$ cat src/rtl/inquire_pkg.sv
// inquire_pkg: shared state encoding and width helper for the query-mode controller
package inquire_pkg;
    typedef enum logic [1:0] {IDLE, ACTIVE, LOCKOUT} state_t;

    function automatic int idx_w(input int n);
        return (n < 2) ? 1 : $clog2(n);
    endfunction
endpackage

$ cat src/rtl/inquire_cnt.sv
// inquire_cnt: saturating event counter flagging hit at LIMIT-1; LIMIT=0 never hits
module inquire_cnt
    import inquire_pkg::*;
#(
    parameter int LIMIT = 10
) (
    input  logic clk,
    input  logic rst_n,
    input  logic clr,
    input  logic inc,
    output logic hit
);
    localparam int W = idx_w(LIMIT + 1);
    localparam logic [W-1:0] TOP = W'(LIMIT == 0 ? 0 : LIMIT - 1);

    logic [W-1:0] cnt;

    always_ff @(posedge clk or negedge rst_n) begin
        if (!rst_n) cnt <= '0;
        else if (clr) cnt <= '0;
        else if (inc && cnt != TOP) cnt <= cnt + 1'b1;
    end

    assign hit = (LIMIT != 0) && (cnt == TOP);
endmodule

$ cat src/rtl/inquire_scan.sv
// inquire_scan: query-mode FSM stepping an item index via next/prev pulses, auto-scan and inactivity timeout
module inquire_scan
    import inquire_pkg::*;
#(
    parameter int NUM_ITEMS = 8,
    parameter int TIMEOUT   = 1000,
    parameter int AUTO_SCAN = 0,
    parameter int DWELL     = 100,
    localparam int IDX_W    = idx_w(NUM_ITEMS)
) (
    input  logic             clk,
    input  logic             rst_n,
    input  logic             in,
    input  logic             en,
    input  logic             next_p,
    input  logic             prev_p,
    output logic             inquire,
    output logic [IDX_W-1:0] item_idx,
    output logic             item_strobe,
    output logic             timed_out
);
    localparam logic [IDX_W-1:0] LAST = IDX_W'(NUM_ITEMS - 1);

    state_t state, state_n;
    logic [IDX_W-1:0] idx_n, idx_up, idx_dn;
    logic req, press, act, inact_hit, dwell_hit, strobe_n, to_n;

    assign req    = in && en;
    assign press  = next_p || prev_p;
    assign act    = (state == ACTIVE) && req;
    assign idx_up = (item_idx == LAST) ? '0 : item_idx + 1'b1;
    assign idx_dn = (item_idx == '0) ? LAST : item_idx - 1'b1;

    inquire_cnt #(.LIMIT(TIMEOUT)) u_inact (
        .clk(clk), .rst_n(rst_n), .clr(!act || press), .inc(act), .hit(inact_hit)
    );

    // auto-scan steps restart the dwell but leave the inactivity count running
    if (AUTO_SCAN != 0) begin : g_dwell
        inquire_cnt #(.LIMIT(DWELL)) u_dwell (
            .clk(clk), .rst_n(rst_n), .clr(!act || press || dwell_hit), .inc(act), .hit(dwell_hit)
        );
    end else begin : g_nodwell
        assign dwell_hit = 1'b0;
    end

    always_comb begin
        state_n  = state;
        idx_n    = item_idx;
        strobe_n = 1'b0;
        to_n     = 1'b0;
        case (state)
            IDLE: if (req) begin
                state_n  = ACTIVE;
                idx_n    = '0;
                strobe_n = 1'b1;
            end
            ACTIVE: if (!req) begin
                state_n = IDLE;
                idx_n   = '0;
            end else if (inact_hit && !press) begin
                state_n = LOCKOUT;
                idx_n   = '0;
                to_n    = 1'b1;
            end else if (next_p != prev_p) begin
                idx_n    = next_p ? idx_up : idx_dn;
                strobe_n = 1'b1;
            end else if (!press && dwell_hit) begin
                idx_n    = idx_up;
                strobe_n = 1'b1;
            end
            LOCKOUT: if (!req) state_n = IDLE;
            default: begin
                state_n = IDLE;
                idx_n   = '0;
            end
        endcase
    end

    always_ff @(posedge clk or negedge rst_n) begin
        if (!rst_n) begin
            state       <= IDLE;
            item_idx    <= '0;
            item_strobe <= 1'b0;
            timed_out   <= 1'b0;
        end else begin
            state       <= state_n;
            item_idx    <= idx_n;
            item_strobe <= strobe_n;
            timed_out   <= to_n;
        end
    end

    assign inquire = (state == ACTIVE);
endmodule

$ cat config.mk
export PLATFORM = sky130hd
export DESIGN_NAME = inquire_scan
export DESIGN_NICKNAME = d
export VERILOG_FILES = /design/src/rtl/inquire_pkg.sv /design/src/rtl/inquire_cnt.sv /design/src/rtl/inquire_scan.sv
export SDC_FILE = /design/constraint.sdc
export NUM_CORES = 1
export LEC_CHECK = 0
export BUFFER_PORTS_ARGS = -buffer_cell sky130_fd_sc_hd__buf_4
export CORE_MARGIN = 2
export CORE_UTILIZATION = 59
export CTS_BUF_LIST = sky130_fd_sc_hd__clkbuf_16
export CTS_CLUSTER_SIZE = 25
export DETAILED_ROUTE_END_ITERATION = 8
export PLACE_DENSITY_LB_ADDON = 0.2
export SLEW_MARGIN = 5
export SYNTH_ARGS = -nofsm -noshare
export SYNTH_HDL_FRONTEND = slang
export SYNTH_SLANG_ARGS = --single-unit
export TNS_END_PERCENT = 10
$ cat constraint.sdc
create_clock -name clk -period 2.32 [get_ports clk]
set_input_delay 0.464 -clock clk [delete_from_list [all_inputs] [get_ports clk]]
set_output_delay 0.464 -clock clk [all_outputs]
set_load 0.01 [all_outputs]
==> results.md <==
* Run status: finished, final reports clean
* Worst Setup End Kind: flop
* Time the worst path needs with I/O delays and setup at 1.683 ns
* Setup repair after global routing missed its margin: false
* Slowest cell on the critical path: sky130_fd_sc_hd__nor4_4
* Number of buffers added for setup after CTS at 0
* Worst Clk Skew at 0.005103 ns
* Cell chain of the critical path: ha_1 > nand2_1 > nor4_4 > mux2i_1 > nor2_1
* Starting density of the core at 0.6262
* Placer Congestion at 0.9102
* Remaining antenna violation count after routing at 0
* Number of buffers added to fix hold violations after cts at 0
* Routed wire length per instance at 13.46 µm
* Slew Limit Fails at 0
* Static Leak at 0.5053 nW
* Final antenna diode count at 0
* Leading cell types in the layout, fill and taps excluded: sky130_fd_sc_hd__nor2_1 (17), sky130_fd_sc_hd__dfrtp_1 (17), sky130_fd_sc_hd__buf_4 (11), sky130_fd_sc_hd__ha_1 (6)
* Path class of the lowest-slack min-delay path: input pin to async pin
* Number of inserted filler cells in the final layout at 113
* Actual transition at the worst max-transition pin at 0.4708 ns
* Mean Syn Cell Area at 9.627 µm²
* Layout area overhead at 18.97%
* Syn_nets at 110
* Floorplan row count at 14
* CTS clock-pin slew for the worst setup and hold paths at 0.05 ns
* Hold violation total from the final report at 0
* DR pass1 iterations at 4
* Total buffers and inverters traversed by the critical path at 0
* Top_reg_cell synth: sky130_fd_sc_hd__dfrtp_1
* Power density over cell area at 630.6 mW/mm²
* Number of antenna violations at the first check in global routing at 0
* Count of maximum capacitance violations at 0
* Estimated wirelength of the detail-placed design at 1339 µm
* Peak VDD IR at 0.7582 mV
* TritonCTS buffer count at 3
* Die height at 43.99 µm
* Slew margin rel. at 0.6852
* Critical Path Source Type: flop
* Total number of yosys warnings at 0
* Cell class contributing the biggest share of worst-path delay: simple AND/OR/NAND/NOR gates
* Data required time at the worst endpoint at 2.43 ns
* Period utilisation layout at 0.7256
* Fraction of final layout cells sized beyond drive strength 1 at 0.1875
* Proportion of synthesized flip-flops having asynchronous set or reset at 1.000
* Wire length of the first global-routing pass at 3036 µm
* Detailed-route wire length at 1723 µm
* Placed Instances at 124
* Number of global-route vias before repair at 699
* Number of cells produced by synthesis at 98
* Synth unique cells at 28
* Root Driver: sky130_fd_sc_hd__clkbuf_16
* Pin count of the biggest net entering global routing at 18
* TritonCTS clock tree: yes
* Post-Layout Cell Count at 128
* Launch point of the worst reg-to-reg path: u_inact.cnt[0]
* Netlist Area Pre-Place at 943.4 µm²
* Total Neg Setup Slack at 0 ns
* Sequential-to-total area share from yosys stat at 0.4509
* Deepest clock path buffer count at 2
* Number of vias after detailed routing at 752
* Overflow after GRT at 0
* Total power after layout at 0.7078 mW
* Die width at 43.99 µm
* Flip-flop and latch count after synthesis at 17
* Total DRC errors in the routed layout at 0
* Critical Setup Path Class: flop to flop
* CTS H-Tree Depth at 1
* Violation count after the first detailed-routing iteration at 14
* I/O pin total at 12
* Worst setup startpoint: u_inact.cnt[0]
* Largest stage delay, worst path at 0.48 ns
* Largest driver fanout on the critical path at 5
* Peak Freq at 0.5940 GHz
* Clk sinks at 17
* Clock latency on the worst-skew pair at 0.25 ns
* PortBufs at 11
* Data arrival at the endpoint of the critical path at 1.79 ns
* Via density at 5.875
* Core area at 0.001506 mm²
* Die area at 0.001935 mm²
* Count of endpoints failing setup in the final report at 0
* Resized Gates After CTS at 0
* Count of flip-flops with a built-in enable after synthesis at 0
* Net total in the final layout at 125
* GR Util All Layers at 0.2144
[layout make-up]
type	count	area (µm²)	area share
Sequential cell	17	425.4	0.3790
Tap cell	16	20.02	0.01784
Multi-Input combinational cell	73	488.0	0.4348
Timing Repair Buffer	11	82.58	0.07358
Clock buffer	3	75.07	0.06689
Clock inverter	1	5.005	0.004459
Inverter	7	26.28	0.02341
[final timing paths]
| kind | endpoint | slack (ns) | depth (start not counted) |
|---|---|---|---|
| max in group asynchronous | u_inact.cnt[8] | 2.07 | 1 |
| max reg2reg | u_inact.cnt[1] | 0.64 | 5 |
| max | u_inact.cnt[1] | 0.64 | 5 |
| min in group clk | state[1] | 0.50 | 3 |
| min | state[0] | 0.07 | 1 |
| min reg2reg | u_inact.cnt[1] | 0.58 | 2 |
[cell families (layout without fill, tap and decap cells)]
family | count (synthesis) | count (layout) | share of synthesized area
mux | 1 | 1 | 0.01061
fa+ha+maj | 6 | 6 | 0.07957
simple gates | 45 | 45 | 0.2520
flops | 17 | 17 | 0.4509
compound gates | 13 | 13 | 0.1008
buf+inv | 8 | 22 | 0.03183
xor+xnor | 8 | 8 | 0.07427
[synth_stat cells (2+ instances only)]
master / number / area, µm²
sky130_fd_sc_hd__a21oi_1: 3 / 15.01
sky130_fd_sc_hd__a31oi_1: 3 / 18.77
sky130_fd_sc_hd__dfrtp_1: 17 / 425.4
sky130_fd_sc_hd__ha_1: 6 / 75.07
sky130_fd_sc_hd__inv_1: 5 / 18.77
sky130_fd_sc_hd__inv_2: 2 / 7.510
sky130_fd_sc_hd__nand2_1: 5 / 18.77
sky130_fd_sc_hd__nand2b_1: 2 / 12.51
sky130_fd_sc_hd__nand3_1: 5 / 25.02
sky130_fd_sc_hd__nand4_1: 2 / 12.51
sky130_fd_sc_hd__nor2_1: 17 / 63.81
sky130_fd_sc_hd__nor3_1: 5 / 25.02
sky130_fd_sc_hd__o21ai_0: 2 / 10.01
sky130_fd_sc_hd__o2bb2ai_1: 2 / 17.52
sky130_fd_sc_hd__or3_1: 2 / 12.51
sky130_fd_sc_hd__or4_1: 2 / 15.01
sky130_fd_sc_hd__xnor2_1: 5 / 43.79
sky130_fd_sc_hd__xor2_1: 3 / 26.28
[through the flow]
stage	hold WS (ns)	worst slack (ns)	utilization	area, µm²
floorplan	0.1684	0.6944	-	943.4
global placement	0.3328	0.5150	0.6919	1042
detailed placement	0.3332	0.4943	0.6919	1042
CTS	0.07050	0.6246	0.7450	1122
global route	0.08751	0.5470	0.7450	1122
finish	0.06670	0.6366	0.7450	1122
[registers in the layout, summed over array words and instances, names as in the netlist]
name / count
item_idx: 3
item_strobe: 1
state: 2
u_inact.cnt: 10
timed_out: 1
[power by group]
group | leakage (nW) | internal [mW] | switching [mW]
logic | 0.230 | 0.0285 | 0.0326
clock network | 0.0409 | 0.230 | 0.108
registers | 0.235 | 0.302 | 0.00655
[metal layers]
| metal | GRT usage | routed length [µm] |
|---|---|---|
| met1 | 0.2769 | 725 |
| met2 | 0.3324 | 848 |
| met3 | 0.07083 | 118 |
| met4 | 0.08485 | 31 |
| met5 | 0 | 0 |
(Power assumes the default switching activity.)
